File: config.mk
export PLATFORM = sky130hd
export DESIGN_NAME = shift_add_mult8
export DESIGN_NICKNAME = d
export VERILOG_FILES = /design/src/rtl/shift_add_mult8_pkg.sv /design/src/rtl/shift_add_mult8_adder.sv /design/src/rtl/shift_add_mult8.sv
export SDC_FILE = /design/constraint.sdc
export NUM_CORES = 1
export LEC_CHECK = 0
export BUFFER_PORTS_ARGS = -buffer_cell sky130_fd_sc_hd__buf_2
export CORE_ASPECT_RATIO = 0.9
export CORE_UTILIZATION = 60
export CTS_CLUSTER_DIAMETER = 80
export DETAILED_ROUTE_END_ITERATION = 16
export PLACE_DENSITY = 0.93
export SLEW_MARGIN = 20
export SYNTH_ARGS = -nofsm -noshare
export SYNTH_HDL_FRONTEND = slang
export SYNTH_HIERARCHICAL = 1
export SYNTH_SLANG_ARGS = --single-unit
File: constraint.sdc
create_clock -name clk -period 10.2 [get_ports clk]
set_clock_uncertainty 0.2 [all_clocks]
set_input_delay 1.02 -clock clk [delete_from_list [all_inputs] [get_ports clk]]
set_output_delay 1.02 -clock clk [all_outputs]
set_load 0.005 [all_outputs]
File: src/rtl/shift_add_mult8_pkg.sv
// Shared constants and state encoding for the shift-add multiplier.
// Operand width is fixed by the ripple-carry adder it drives.
package shift_add_mult8_pkg;

  localparam int WIDTH  = 8;
  localparam int PROD_W = 2 * WIDTH;

  typedef enum logic [1:0] {
    IDLE = 2'b00,
    RUN  = 2'b01,
    DONE = 2'b10
  } state_t;

endpackage

File: src/rtl/shift_add_mult8_adder.sv
// The 8-bit ripple-carry adder used by the multiplier: a chain of full adders.
// The adder contains no clocked logic.
module FA (
  input  logic a,
  input  logic b,
  input  logic cin,
  output logic sum,
  output logic cout
);

  assign sum  = a ^ b ^ cin;
  assign cout = (a & b) | (cin & (a ^ b));

endmodule

module BinaryAdder8bit (
  input  logic [7:0] a,
  input  logic [7:0] b,
  input  logic       cin,
  output logic [7:0] sum,
  output logic       cout
);

  logic [8:0] carry;

  assign carry[0] = cin;
  assign cout     = carry[8];

  for (genvar i = 0; i < 8; i++) begin : g_fa
    FA fa_i (
      .a    (a[i]),
      .b    (b[i]),
      .cin  (carry[i]),
      .sum  (sum[i]),
      .cout (carry[i+1])
    );
  end

endmodule

File: src/rtl/shift_add_mult8.sv
// Sequential 8x8 unsigned multiplier: one add-and-shift step per clock through
// the shared ripple-carry adder, with a start/busy/done handshake.
module shift_add_mult8 #(
  parameter int WIDTH = shift_add_mult8_pkg::WIDTH,
  parameter int CNT_W = 4
) (
  input  logic                 clk,
  input  logic                 rst_n,
  input  logic                 start,
  input  logic [WIDTH-1:0]     a,
  input  logic [WIDTH-1:0]     b,
  output logic                 busy,
  output logic                 done,
  output logic [2*WIDTH-1:0]   product
);

  import shift_add_mult8_pkg::*;

  state_t             state, stateNext;
  logic [WIDTH-1:0]   m, acc, q;
  logic               c;
  logic [CNT_W-1:0]   cnt;

  logic [WIDTH-1:0]   sum;
  logic               cout;
  logic               cStep;
  logic [WIDTH-1:0]   tStep;
  logic [WIDTH-1:0]   accNext, qNext;

  BinaryAdder8bit adder (
    .a    (acc),
    .b    (m),
    .cin  (1'b0),
    .sum  (sum),
    .cout (cout)
  );

  // The carry re-enters ACC through the right shift, so nothing is lost.
  always_comb begin
    cStep = 1'b0;
    tStep = acc;
    if (q[0]) begin
      cStep = cout;
      tStep = sum;
    end
    accNext = {cStep, tStep[WIDTH-1:1]};
    qNext   = {tStep[0], q[WIDTH-1:1]};
  end

  always_comb begin
    stateNext = state;
    case (state)
      IDLE:    if (start) stateNext = RUN;
      RUN:     if (cnt == CNT_W'(WIDTH - 1)) stateNext = DONE;
      DONE:    stateNext = IDLE;
      default: stateNext = IDLE;
    endcase
  end

  always_ff @(posedge clk) begin
    if (!rst_n) begin
      state   <= IDLE;
      m       <= '0;
      acc     <= '0;
      q       <= '0;
      c       <= 1'b0;
      cnt     <= '0;
      product <= '0;
    end else begin
      state <= stateNext;
      case (state)
        IDLE: begin
          if (start) begin
            m   <= a;
            q   <= b;
            acc <= '0;
            c   <= 1'b0;
            cnt <= '0;
          end
        end
        RUN: begin
          acc <= accNext;
          q   <= qNext;
          c   <= cStep;
          cnt <= cnt + 1'b1;
          // Product is captured from the final step as DONE is entered.
          if (stateNext == DONE) product <= {accNext, qNext};
        end
        default: ;
      endcase
    end
  end

  assign busy = (state != IDLE);
  assign done = (state == DONE);

endmodule

==> run summary, run 1 <==
Status = completed
M1 WL = 2.14 mm
Share of cells above drive strength 1 = 26.9%
Vias/cell = 5.79
CP Cell Sequence = fa_1 > fa_1 > fa_1 > fa_1 > fa_1 > fa_1 > fa_1 > fa_1 > mux2i_1 > nor2_1 > a32o_1
Max-cap viol count = 0
Core box area = 3450 um^2
Fmax = 234 MHz
Synth cell types = 39
Final hold viol count = 0
Cells on worst reg2reg path = 11
Worst-Margin Slew = 1010 ps
Critical path class = flop to flop
Leak = 1.05 nW
Top cells by area, synth = dfxtp_1 (41%), fa_1 (7.2%), mux2i_1 (5.4%)
Synthesized instance count = 217
Vias in the first global route = 1472
Final Max Tran Viols = 0
Register area = 921 um^2
Resized cells post-CTS = 0
Clock Pin Slew Worst Setup and Hold Paths = 80 ps
Critical Path AT = 4270 ps
WL per Instance = 15.4 um
Final Instance Area = 2440 um^2
Hold WC Path Type = flop to flop
Syn_nets = 245
CTS tree = done
Internal power = 0.000273 W
Critical path's top delay family = adder cells
Post-CTS setup buffers = 0
Yosys top cell area share = 41.3%
Die area = 3970 um^2
CP startpoint kind = flop
Width of the chip = 66.3 um
Syn_area_per_cell = 10.3 um^2
Reg2reg setup slack = 5930 ps
Critical Path RT = 10200 ps
Hold Buf Count CTS = 0
CTS max path bufs = 2
FF-to-FF End = product[14]
Synth area leader = dfxtp_1
Multi-input gate area = 1150 um^2
Grt total ovfl = 0
Setup crit end = product[14]
Top_reg_cell synth = dfxtp_1
Site Rows = 20
CTS Root Cell = clkbuf_8
Via count = 1656
Slowest cell on crit path = fa_1
Total stage count of the critical path = 11
Core Util, Final = 70.7%
DRT Pass-1 Iters = 4
Dpl hpwl = 2.95 mm
Layout fillers = 262
Post-route setup TNS = 0 ps
Tot GR Track Use = 24.1%
Nets = 269
Routed wl met2 = 2.02 mm
CTS Buf Count = 5
Synthesized area = 2230 um^2
H-tree depth = 2
#FFs+latches synth = 46
Met3 WL post-DR = 161 um
Crit path buffers/inverters = 0
Clk network pwr share = 37.3%
Headroom to the max-slew limit = 32.6%
Pwr Density = 147 nW/um^2
Register area share after synthesis = 41.3%
Sw frac = 23.9%
Crit path from = acc[0]
Clk Latency, worst-skew pair = 300 ps
Max Used Layer = met4
Logic pwr share = 8.9%
Post-route DRC = 0
Initial Utilization = 64.6%
VDD IR-drop max = 0.000115 V
CTS Sinks = 46
Setup ws final = 5930 ps
CP Max Fanout = 3
Setup crit end kind = flop
Sequential Power Share = 53.8%
DP Area = 2330 um^2
Post-synth EDFFs = 0
Initial antenna violation count = 0
Setup Slack @ Placement = 5930 ps
Count of input and output buffers = 36
Die H = 59.9 um
Asr flop ratio synth = 0%
Final wirelength = 4.40 mm
Iteration-0 DRC Markers = 168
Largest net degree at the start of global routing = 63
Finish-stage setup viols = 0
Post-route minimum period = 4270 ps
Total power = 0.000359 W
Syn. warnings = 6
Antenna cells = 0
RR Startpoint = acc[0]
RSZ-0062 raised after global routing = false
First-pass GRT wire length = 7.02 mm
I/O pin total = 37
Antenna viol nets, final = 0
CP max stage delay = 430 ps
Net Switching = 0.0000858 W
Cell mode on critical path = fa_1
Synth-to-Final Area Change = 9.48%
Final Wtd Congestion = 0.800
Period utilization = 41.9%
## state kept, by name, summed over array words and instances (netlist names)
register  flops
m             8
cnt           4
acc           8
state         2
product      16
q             8
## routing by layer
metal	global-route usage (%)	vias to the layer above
li1	-	816
met1	31.4	801
met2	38.3	30
met3	6.49	9
met4	9.12	0
met5	0	-
## power groups by stage
stage	registers (W)	logic [W]	clock network, W
after floorplan	0.000193	0.0000285	0
after global placement	0.000197	0.0000304	0
after detailed placement	0.000197	0.0000313	0
after CTS	0.000193	0.0000317	0.000135
after global routing	0.000194	0.0000352	0.000143
final	0.000193	0.0000319	0.000134
## how the worst min path moves through the flow
stage | start | to | depth (start not counted)
3_3_place_gp | product[3] | product[3] | 2
4_1_cts | product[2] | product[2] | 2
2_1_floorplan | product[0] | product[0] | 2
6_report | product[2] | product[2] | 2
3_5_place_dp | product[12] | product[12] | 2
5_1_grt | product[6] | product[6] | 2
## logic make-up after synthesis
kind of cell    after synthesis  share of synthesized area (%)
mux                          18                           8.41
other cells                   1                          0.168
compound gates               47                           16.8
buf+inv                      26                           7.29
flops                        46                           41.3
simple gates                 70                           18.3
fa+ha+maj                     9                           7.74
## through the flow
step / hold WS (ps) / std cells
after floorplan: 252 / 217
after global placement: 245 / 278
after detailed placement: 248 / 278
after CTS: 261 / 286
after global routing: 285 / 286
final: 257 / 286
## area by class of cell
type	count	share of cell area [%]
Timing Repair Buffer	37	7.68
Sequential cell	46	37.7
Clock buffer	5	2.82
Clock inverter	3	1.64
Inverter	6	0.922
Multi-Input combinational cell	145	47.0
Tap cell	44	2.25
## cells in the final DEF, fill, tap and decap left out, types with 2 or more instances in the layout
cell / synthesis / final
nor2_1: 2 / 2
nand4_1: 14 / 14
o21ai_0: 4 / 4
nand2_1: 18 / 18
o21ai_2: 10 / 10
nand2b_1: 2 / 2
buf_2: 4 / 36
mux2i_1: 12 / 12
a32o_1: 2 / 2
nor3b_1: 6 / 6
a22oi_1: 7 / 7
mux2_2: 6 / 6
clkbuf_8: 0 / 5
dfxtp_1: 46 / 46
fa_1: 8 / 8
a21oi_1: 10 / 10
nor2b_1: 18 / 18
clkinv_2: 0 / 2
and3b_1: 2 / 2
inv_1: 6 / 6
o221a_1: 7 / 7
and2_1: 2 / 2
## cells in the mapped netlist, types with 4 or more instances
| cell | count |
|---|---|
| dfxtp_1 | 46 |
| nand2_1 | 18 |
| nor2b_1 | 18 |
| nand4_1 | 14 |
| mux2i_1 | 12 |
| a21oi_1 | 10 |
| o21ai_2 | 10 |
| fa_1 | 8 |
| a22oi_1 | 7 |
| o221a_1 | 7 |
| buf_6 | 6 |
| inv_1 | 6 |
| mux2_2 | 6 |
| nor3b_1 | 6 |
| clkbuf_1 | 5 |
| buf_2 | 4 |
| buf_4 | 4 |
| o21ai_0 | 4 |
## worst min-delay path, stage by stage (launching register included)
cell and delay [ps]:
dfxtp_1 310, nand2_1 50, o21ai_0 60
No activity file was read; power rests on OpenSTA's default activity.
==> run 2, diff against run 1 <==
--- a/config.mk
+++ b/config.mk
@@ -7,10 +7,10 @@
 export LEC_CHECK = 0
 export BUFFER_PORTS_ARGS = -buffer_cell sky130_fd_sc_hd__buf_2
 export CORE_ASPECT_RATIO = 0.9
-export CORE_UTILIZATION = 60
+export CORE_UTILIZATION = 55
 export CTS_CLUSTER_DIAMETER = 80
 export DETAILED_ROUTE_END_ITERATION = 16
-export PLACE_DENSITY = 0.93
+export PLACE_DENSITY = 0.87
 export SLEW_MARGIN = 20
 export SYNTH_ARGS = -nofsm -noshare
 export SYNTH_HDL_FRONTEND = slang
==> constraint.sdc (replaced) <==
create_clock -name clk -period 4.1 [get_ports clk]
set_clock_uncertainty 0.2 [all_clocks]
set_input_delay 0.41 -clock clk [delete_from_list [all_inputs] [get_ports clk]]
set_output_delay 0.41 -clock clk [all_outputs]
set_load 0.005 [all_outputs]
==> run 2 against run 1 <==
Core utilization down 6.3 points; highest routed layer unchanged; clock power up 120%; via count down 1.5%.
==> run summary, run 2 (synthesis results as in run 1) <==
Final Max Tran Viols = 0
DRT Pass-1 Iters = 4
Tot GR Track Use = 21.1%
Cells on worst reg2reg path = 11
FF-to-FF End = product[14]
Crit path from = acc[0]
First-pass GRT wire length = 7.30 mm
CP max stage delay = 430 ps
Total power = 0.000848 W
Post-route setup TNS = 0 ps
Iteration-0 DRC Markers = 94
Width of the chip = 69.1 um
Die area = 4320 um^2
Antenna viol nets, final = 0
CP Cell Sequence = fa_2 > fa_2 > fa_2 > fa_2 > fa_2 > fa_2 > fa_1 > fa_1 > mux2i_1 > nor2_1 > a32o_1
Synth-to-Final Area Change = 9.98%
Leading cell types in the layout, fill and taps excluded = dfxtp_1 (46), buf_2 (36), nor2b_1 (18), nand2_1 (18), nand4_1 (14)
Clock Pin Slew Worst Setup and Hold Paths = 90 ps
Worst hold slack = 147 ps
Worst-Margin Slew = 952 ps
Initial Utilization = 58.6%
Critical path class = flop to flop
CTS Buf Count = 5
Share of cells above drive strength 1 = 29.6%
Hold WC Path Type = input pin to flop
Site Rows = 21
Critical path's top delay family = adder cells
Reg2reg setup slack = 130 ps
CTS Sinks = 46
Largest reg by FF count = product
Commonest non-fill, non-tap cell in the layout = dfxtp_1
Setup crit end = product[14]
Pwr Density = 346 nW/um^2
Slowest cell on crit path = fa_1
CTS Root Cell = clkbuf_8
Headroom to the max-slew limit = 36.6%
Final Wtd Congestion = 0.740
I/O pin total = 37
Vias/cell = 5.64
Total stage count of the critical path = 11
CP startpoint kind = flop
RR Startpoint = acc[0]
CTS max path bufs = 2
Max FFs per register = 16
Dpl hpwl = 2.83 mm
VDD IR-drop max = 0.000266 V
Vias in the first global route = 1511
Final hold viol count = 0
Critical Path AT = 3970 ps
Hold Path Origin = b[6]
Setup crit end kind = flop
Fmax = 252 MHz
Initial antenna violation count = 0
Nets = 270
Count of input and output buffers = 36
DP Area = 2350 um^2
Via count = 1631
Leak = 1.03 nW
RSZ-0062 raised after global routing = false
Hold Buf Count CTS = 0
Largest net degree at the start of global routing = 63
Finish-stage setup viols = 0
Max-cap viol count = 0
Core box area = 3810 um^2
Final wirelength = 4.27 mm
Grt total ovfl = 0
Clk Latency, worst-skew pair = 310 ps
Post-route DRC = 0
Setup ws final = 126 ps
Post-route minimum period = 3970 ps
WL per Instance = 14.8 um
Critical Path RT = 4100 ps
Cell mode on critical path = fa_2
Setup Slack @ Placement = -116 ps
Die H = 62.4 um
Status = completed
Antenna cells = 0
Final Instance Area = 2450 um^2
CP Max Fanout = 2
Crit path buffers/inverters = 0
Period utilization = 96.9%
CTS tree = done
H-tree depth = 2
run 2: cell types whose count changed in the layout (fill, tap and decap cells not counted), sizes merged:
| cell | before | now |
|---|---|---|
| clkbuf | 5 | 6 |
| clkinvlp | 0 | 1 |
| bufinv | 1 | 0 |
| buf | 37 | 38 |
| clkinv | 2 | 1 |
run 2: per-stage QoR:
step                      utilization, %  instances
after global routing                64.4        289
final                               64.4        289
after detailed placement            61.6        281
after CTS                           64.3        289
after global placement              61.6        281
after floorplan                        -        217
run 2: area by class of cell:
type | count | area, um^2
clock buffer | 6 | 82.6
clock inverter | 2 | 12.5
fill | 307 | 1360
inverter | 6 | 22.5
multi-input combinational | 145 | 1160
sequential | 46 | 921
tap | 46 | 57.6
timing repair buffer | 38 | 195
run 2: repair_timing:
| item | CTS | global route |
|---|---|---|
| pin swaps | 0 | 0 |
| setup buffers | 0 | 0 |
| resized for setup | 3 | 2 |
| endpoints found under the setup margin | 2 | 2 |
run 2: worst min path at each step:
stage,to,depth (start not counted)
after floorplan,product[0],2
after global placement,product[12],2
after detailed placement,product[11],2
after CTS,q[6],3
after global routing,q[6],3
final,q[6],3
run 2: metal layers:
layer	track usage, %	share of wire [%]	vias up
li1	-	-	820
met1	29.3	48	766
met2	31.7	46	39
met3	5.97	4.8	6
met4	7.14	1.4	0
met5	0	0	-
run 2: worst register-to-register path: stages, from the launching register on:
cell and delay [ps]:
dfxtp_1 340, fa_2 390, fa_2 340, fa_2 350
fa_2 350, fa_2 340, fa_2 340, fa_1 380
fa_1 430, mux2i_1 150, nor2_1 70, a32o_1 200
run 2: power breakdown:
part / switching (W) / internal [W] / total [W] / leakage, nW
sequential: 0.0000193 / 0.000461 / 0.000480 / 0.374
combinational: 0.0000402 / 0.0000389 / 0.0000791 / 0.605
clock: 0.000154 / 0.000135 / 0.000289 / 0.0472
